$ cat src/rtl/alu_op_queue.sv
// Request FIFO in front of the 32-bit ALU: valid/ready in and out, illegal-opcode
// screening, synchronous flush and occupancy reporting. All outputs are registered.
module alu_op_queue #(
  parameter int unsigned DATA_WIDTH = 32,
  parameter int unsigned DEPTH      = 4,
  parameter int unsigned TAG_WIDTH  = 4
) (
  input  logic                    clk,
  input  logic                    rst_n,
  input  logic                    flush,
  input  logic                    in_valid,
  output logic                    in_ready,
  input  logic [DATA_WIDTH-1:0]   in_A,
  input  logic [DATA_WIDTH-1:0]   in_B,
  input  logic [2:0]              in_ALUop,
  input  logic [TAG_WIDTH-1:0]    in_tag,
  output logic                    out_valid,
  input  logic                    out_ready,
  output logic [DATA_WIDTH-1:0]   out_A,
  output logic [DATA_WIDTH-1:0]   out_B,
  output logic [2:0]              out_ALUop,
  output logic [TAG_WIDTH-1:0]    out_tag,
  output logic [$clog2(DEPTH):0]  count,
  output logic                    bad_op
);

  localparam int unsigned PTR_W = $clog2(DEPTH);
  localparam int unsigned CNT_W = PTR_W + 1;
  localparam int unsigned ENT_W = 2 * DATA_WIDTH + 3 + TAG_WIDTH;

  logic [ENT_W-1:0] r_mem [DEPTH];
  logic [PTR_W-1:0] r_rd_ptr, r_wr_ptr;
  logic [CNT_W-1:0] r_count;
  logic             r_in_ready, r_out_valid, r_bad_op;
  logic [ENT_W-1:0] r_head;

  logic             w_op_legal, w_hs, w_push, w_pop, w_bad_hs;
  logic [PTR_W-1:0] w_rd_nxt, w_wr_nxt;
  logic [CNT_W-1:0] w_cnt_nxt;
  logic [ENT_W-1:0] w_in_ent, w_head_nxt;

  assign w_in_ent = {in_A, in_B, in_ALUop, in_tag};

  always_comb begin
    w_op_legal = 1'b0;
    case (in_ALUop)
      3'b000, 3'b001, 3'b010, 3'b110, 3'b111: w_op_legal = 1'b1;
      default:                                w_op_legal = 1'b0;
    endcase
  end

  assign w_hs     = in_valid & r_in_ready & ~flush;
  assign w_push   = w_hs & w_op_legal;
  assign w_bad_hs = w_hs & ~w_op_legal;
  assign w_pop    = r_out_valid & out_ready & ~flush;

  // Next pointers/count; flush overrides any push or pop in the same cycle.
  always_comb begin
    w_rd_nxt  = r_rd_ptr;
    w_wr_nxt  = r_wr_ptr;
    w_cnt_nxt = r_count;
    if (flush) begin
      w_rd_nxt  = '0;
      w_wr_nxt  = '0;
      w_cnt_nxt = '0;
    end else begin
      if (w_push) w_wr_nxt = PTR_W'(r_wr_ptr + PTR_W'(1));
      if (w_pop)  w_rd_nxt = PTR_W'(r_rd_ptr + PTR_W'(1));
      case ({w_push, w_pop})
        2'b10:   w_cnt_nxt = CNT_W'(r_count + CNT_W'(1));
        2'b01:   w_cnt_nxt = CNT_W'(r_count - CNT_W'(1));
        default: w_cnt_nxt = r_count;
      endcase
    end
  end

  // The next head is the incoming op when it lands exactly at the next read slot.
  always_comb begin
    w_head_nxt = '0;
    if (w_cnt_nxt == '0)
      w_head_nxt = '0;
    else if (w_push && (w_rd_nxt == r_wr_ptr))
      w_head_nxt = w_in_ent;
    else
      w_head_nxt = r_mem[w_rd_nxt];
  end

  always_ff @(posedge clk) begin
    if (w_push) r_mem[r_wr_ptr] <= w_in_ent;
  end

  always_ff @(posedge clk or negedge rst_n) begin
    if (!rst_n) begin
      r_rd_ptr    <= '0;
      r_wr_ptr    <= '0;
      r_count     <= '0;
      r_in_ready  <= 1'b1;
      r_out_valid <= 1'b0;
      r_bad_op    <= 1'b0;
      r_head      <= '0;
    end else begin
      r_rd_ptr    <= w_rd_nxt;
      r_wr_ptr    <= w_wr_nxt;
      r_count     <= w_cnt_nxt;
      r_in_ready  <= (w_cnt_nxt != CNT_W'(DEPTH));
      r_out_valid <= (w_cnt_nxt != '0);
      r_bad_op    <= r_bad_op | w_bad_hs;
      r_head      <= w_head_nxt;
    end
  end

  assign in_ready  = r_in_ready;
  assign out_valid = r_out_valid;
  assign count     = r_count;
  assign bad_op    = r_bad_op;
  assign {out_A, out_B, out_ALUop, out_tag} = r_head;

endmodule

$ cat config.mk
export PLATFORM = sky130hd
export DESIGN_NAME = alu_op_queue
export DESIGN_NICKNAME = d
export VERILOG_FILES = /design/src/rtl/alu_op_queue.sv
export SDC_FILE = /design/constraint.sdc
export NUM_CORES = 1
export LEC_CHECK = 0
export ABC_CLOCK_PERIOD_IN_PS = 10100
export CAP_MARGIN = 20
export CELL_PAD_IN_SITES_DETAIL_PLACEMENT = 1
export CELL_PAD_IN_SITES_GLOBAL_PLACEMENT = 1
export CORE_UTILIZATION = 25
export CTS_BUF_LIST = sky130_fd_sc_hd__clkbuf_16
export DETAILED_ROUTE_END_ITERATION = 8
export MAX_ROUTING_LAYER = met4
export PLACE_DENSITY = 0.47
export SLEW_MARGIN = 20
export SYNTH_ARGS = -nofsm -noshare
export SYNTH_HDL_FRONTEND = slang
export SYNTH_SLANG_ARGS = --single-unit
export TNS_END_PERCENT = 1
$ cat constraint.sdc
create_clock -name clk -period 10.1 [get_ports clk]
set_clock_uncertainty 0.2 [all_clocks]
set_input_delay 2.02 -clock clk [delete_from_list [all_inputs] [get_ports clk]]
set_output_delay 2.02 -clock clk [all_outputs]
set_load 0.03 [all_outputs]
==> results.md <==
Floorplanning:
- The total die area is 0.0567 mm^2.
- The top-level port count is 153.
- The count of standard-cell rows is 86.
- In this run the horizontal extent of the chip is 238 um.
- The height of the chip is 238 um.
- The total core area is 0.0551 mm^2.
- The initial standard-cell utilization of the core is 25.3%.

STA:
- For the pin with the worst max-slew slack, the measured transition is 0.956 ns.
- The number of hold-slack violations in the final timing report is 0.
- The final critical-path share of the clock period is 58.2%.
- After routing, the total negative slack on setup checks comes to 0 ns.
- The total count of max-transition violations in the final report is 0.
- The maximum clock frequency is 0.170 GHz.
- The smallest clock period supported by the final layout is computed as 5.88 ns.
- The worst slew margin relative to its limit is 36.1%.
- Setup repair after global routing left no endpoint under its margin.
- Setup violations remaining at the end of the flow were counted as 0.

Global routing:
- The number of global-route vias before repair is 8,533.
- The wire length of the first global-routing pass is 56,900 um.
- Entering global routing, the biggest net connects 53 pins.
- In the global route stage, overall resource usage came out at 14.0%.
- The number of antenna violations at the first check in global routing was 3.
- The global route total overflow is 0.

Worst setup path:
- The endpoint identified for the worst register-to-register timing path is r_head[20]$_DFF_PN0_.
- Of all nets on the critical path, the largest fanout is 42.
- At the worst endpoint, the required time is 10.30 ns.
- The nature of the critical path startpoint is an input port.
- The reg-to-reg critical path startpoint is in_ready$_DFF_PN1_.
- The startpoint-to-endpoint class of the critical path is input port to flip-flop.
- The worst setup path is captured at a flip-flop.
- The data arrival at the endpoint of the critical path is 6.07 ns.
- The cell count of the worst reg-to-reg path is 11.
- The worst register-to-register path has a setup slack of 5.96 ns.

Placement:
- The congestion estimate from routability-driven global placement came to 0.696.
- Counting tap cells, the placed design contains a total of 1,618 instances.
- Once detailed placement completed, the half-perimeter wirelength came to 20,100 um.
- The port buffer count is 152.

Clock network:
- After clock tree synthesis, the setup repair step added 0 buffers.
- The clock tree buffer depth is 3.
- The CTS buffer count is 44.
- TritonCTS built the clock tree.
- In this run, post-CTS repair resized a total of 0 instances.
- Clock tree synthesis selected as its root buffer the cell sky130_fd_sc_hd__clkbuf_16.
- The insertion delay of the later-clocked pin in the worst-skew pair is 0.55 ns.
- The clock edge transition at the registers on the reported setup and hold paths is 0.06 ns.
- The count of H-tree levels built during CTS is 2.
- The number of sinks handled by clock tree synthesis is 365.
- The count of hold buffers inserted by post-cts repair is 0.

Yosys:
- The most instantiated flip-flop cell in the synthesis netlist is sky130_fd_sc_hd__edfxtp_1.
- The fraction of the yosys area taken by sequential cells is 75.7%.
- The library cell occupying the most area in the post-synthesis netlist is sky130_fd_sc_hd__edfxtp_1.
- In the post-synthesis netlist, the biggest area contributors are sky130_fd_sc_hd__edfxtp_1, sky130_fd_sc_hd__dfrtp_1, sky130_fd_sc_hd__mux4_2.
- The post-synthesis cell type count is 38.
- After synthesis the netlist holds a flip-flop and latch count of 365.
- In this run the cell area of the synthesized design comes to 0.0139 mm^2.
- The yosys synthesis warning count is 0.
- The post-synthesis async set-or-reset flop share is 22.2%.
- After synthesis, the largest area contributor takes up 61.2% of total cell area.
- Synthesis produced a netlist whose cell count is 759.
- The post-synthesis area per instance is 18.4 um^2.
- Yosys mapped a number of flops with a built-in enable equal to 284.
- Synthesis produced a netlist with a net count of 841.

Final layout:
- The share of cells above drive strength 1 is 16.3%.
- The total number of nets in the final design is 998.
- The area growth from synthesis to layout is 26.5%.
- The count of placed standard cells in the final layout, fillers left out is 1,701.
- Fill cells in the final layout number 5,666.
- At the end of the flow the core is filled with cells to 32.0%.

Pwr:
- For this design the ratio of total power to cell area is 202 mW/mm^2.
- The static leakage is 5.82 nW.
- The worst-case IR drop observed on VDD is 117 uV.

Drt:
- For this block, the routed nets add up to 37,500 um of wire.
- The average vias per placed instance is 4.45.
- The detail route stage leaves a number of antenna-violating nets equal to 0.
- The DRC violation count after routing is 0.
- The iteration-0 DRC count of the detailed router is 405.
- The first TritonRoute pass finished after 4 iterations.
- The number of vias after detailed routing is 7,576.
- The average detailed-routed wire length per instance is 22.1 um.

Job:
- The number of max-cap violations is 0.

Hold path:
- The worst hold path endpoint is bad_op$_DFF_PN0_.
- Along the worst hold path, the cell count comes to 1.
- In this run the worst hold path is classified as flip-flop to flip-flop.
- The launch point of the worst hold path is bad_op$_DFF_PN0_.

Run status:
- The flow ran to the end, and the final reports show no timing, DRC or antenna violations.
registers in the layout, summed over array words and instances, names as in the netlist:
name and flops:
r_mem 284, r_head 71, count 3, r_rd_ptr 2, r_wr_ptr 2, bad_op 1
in_ready 1, out_valid 1
layout by cell type (no fill, tap or decap), types with 2 or more instances in the layout:
cell / Yosys / final
sky130_fd_sc_hd__nand3_1: 73 / 72
sky130_fd_sc_hd__dfrtp_1: 80 / 80
sky130_fd_sc_hd__clkdlybuf4s50_1: 0 / 151
sky130_fd_sc_hd__bufinv_16: 0 / 4
sky130_fd_sc_hd__diode_2: 0 / 3
sky130_fd_sc_hd__ha_1: 5 / 5
sky130_fd_sc_hd__and2_4: 0 / 4
sky130_fd_sc_hd__and3b_1: 2 / 2
sky130_fd_sc_hd__a21oi_1: 72 / 72
sky130_fd_sc_hd__buf_4: 0 / 14
sky130_fd_sc_hd__nand2b_1: 2 / 2
sky130_fd_sc_hd__nand2_1: 5 / 5
sky130_fd_sc_hd__clkbuf_16: 0 / 45
sky130_fd_sc_hd__mux4_2: 71 / 71
sky130_fd_sc_hd__nor2_1: 5 / 4
sky130_fd_sc_hd__inv_1: 5 / 15
sky130_fd_sc_hd__o21ai_0: 45 / 45
sky130_fd_sc_hd__nor2b_1: 2 / 2
sky130_fd_sc_hd__xnor2_4: 1 / 2
sky130_fd_sc_hd__edfxtp_1: 284 / 284
sky130_fd_sc_hd__clkinv_1: 0 / 12
sky130_fd_sc_hd__nor3b_1: 2 / 2
sky130_fd_sc_hd__o21ai_1: 29 / 29
sky130_fd_sc_hd__clkinv_2: 0 / 8
logic make-up (layout without fill, tap and decap cells):
| family | count (synthesis) | count (layout) | synth area share (%) |
|---|---|---|---|
| xor gates and xnor gates | 4 | 4 | 0.440 |
| DFF | 365 | 365 | 75.7 |
| AOI/OAI and AO/OA | 153 | 153 | 5.64 |
| adders and majority gates | 6 | 6 | 0.592 |
| muxes | 73 | 73 | 11.6 |
| and+or+nand+nor | 99 | 99 | 3.68 |
| buffers and inverters | 59 | 250 | 2.30 |
| other | 0 | 3 | 0 |
report_power, final:
part | total (mW) | internal [mW] | switching (mW)
logic | 0.348 | 0.135 | 0.214
registers | 1.69 | 1.67 | 0.0201
clock network | 1.52 | 0.904 | 0.614
how the worst max path moves through the flow:
| stage | from | end |
|---|---|---|
| 2_1_floorplan | flush | r_mem[0][0]$_DFFE_PP_ |
| 3_3_place_gp | flush | r_head[25]$_DFF_PN0_ |
| 3_5_place_dp | flush | r_head[20]$_DFF_PN0_ |
| 4_1_cts | flush | r_head[20]$_DFF_PN0_ |
| 5_1_grt | flush | r_head[20]$_DFF_PN0_ |
| 6_report | flush | r_head[20]$_DFF_PN0_ |
cells in the mapped netlist (all sizes together), types with 3 or more instances:
master  count
nand3      73
a21oi      72
and2        4
clkbuf     15
ha          5
mux4       71
buf        39
edfxtp    284
o21ai      74
inv         5
nand2       5
xnor2       3
dfrtp      80
nor2        5
per-layer routing:
layer	part of all wire (%)	global-route usage, %	vias up
met5	0	-	-
met1	44	17.5	4036
met2	50	23.1	152
met4	1.9	4.23	0
li1	-	-	3332
met3	3.8	2.38	56
area by class of cell:
| type | count | area, um^2 | area share [%] |
|---|---|---|---|
| multi-input cells | 335 | 3120 | 17.7 |
| diodes | 3 | 7.51 | 0.0426 |
| flip-flops and latches | 365 | 10600 | 59.9 |
| inverters | 5 | 18.8 | 0.106 |
| well taps | 748 | 936 | 5.31 |
| repair buffers | 165 | 1620 | 9.17 |
| clock inverters | 35 | 250 | 1.42 |
| clock buffers | 45 | 1130 | 6.39 |
critical path, cell delays in order:
cell and delay [ns]:
sky130_fd_sc_hd__clkdlybuf4s50_1 0.62, sky130_fd_sc_hd__and3b_1 0.33, sky130_fd_sc_hd__o211a_1 0.39, sky130_fd_sc_hd__inv_1 0.08, sky130_fd_sc_hd__ha_1 0.25, sky130_fd_sc_hd__fa_1 0.38
sky130_fd_sc_hd__xnor2_1 0.14, sky130_fd_sc_hd__o21ai_0 0.15, sky130_fd_sc_hd__a21oi_1 0.16, sky130_fd_sc_hd__nor2_4 0.78, sky130_fd_sc_hd__buf_4 0.63, sky130_fd_sc_hd__a21oi_1 0.10
through the flow:
step	cell area, um^2	hold WS, ns	worst slack [ns]	power [mW]
final	17600	0.265	4.22	3.56
after global routing	17600	0.310	3.86	3.69
after CTS	17600	0.269	4.15	3.62
after detailed placement	16200	0.259	3.56	2.08
after global placement	16200	0.252	3.58	2.08
after floorplan	13900	0.352	5.08	1.91
Power figures use the tool's default switching activity.
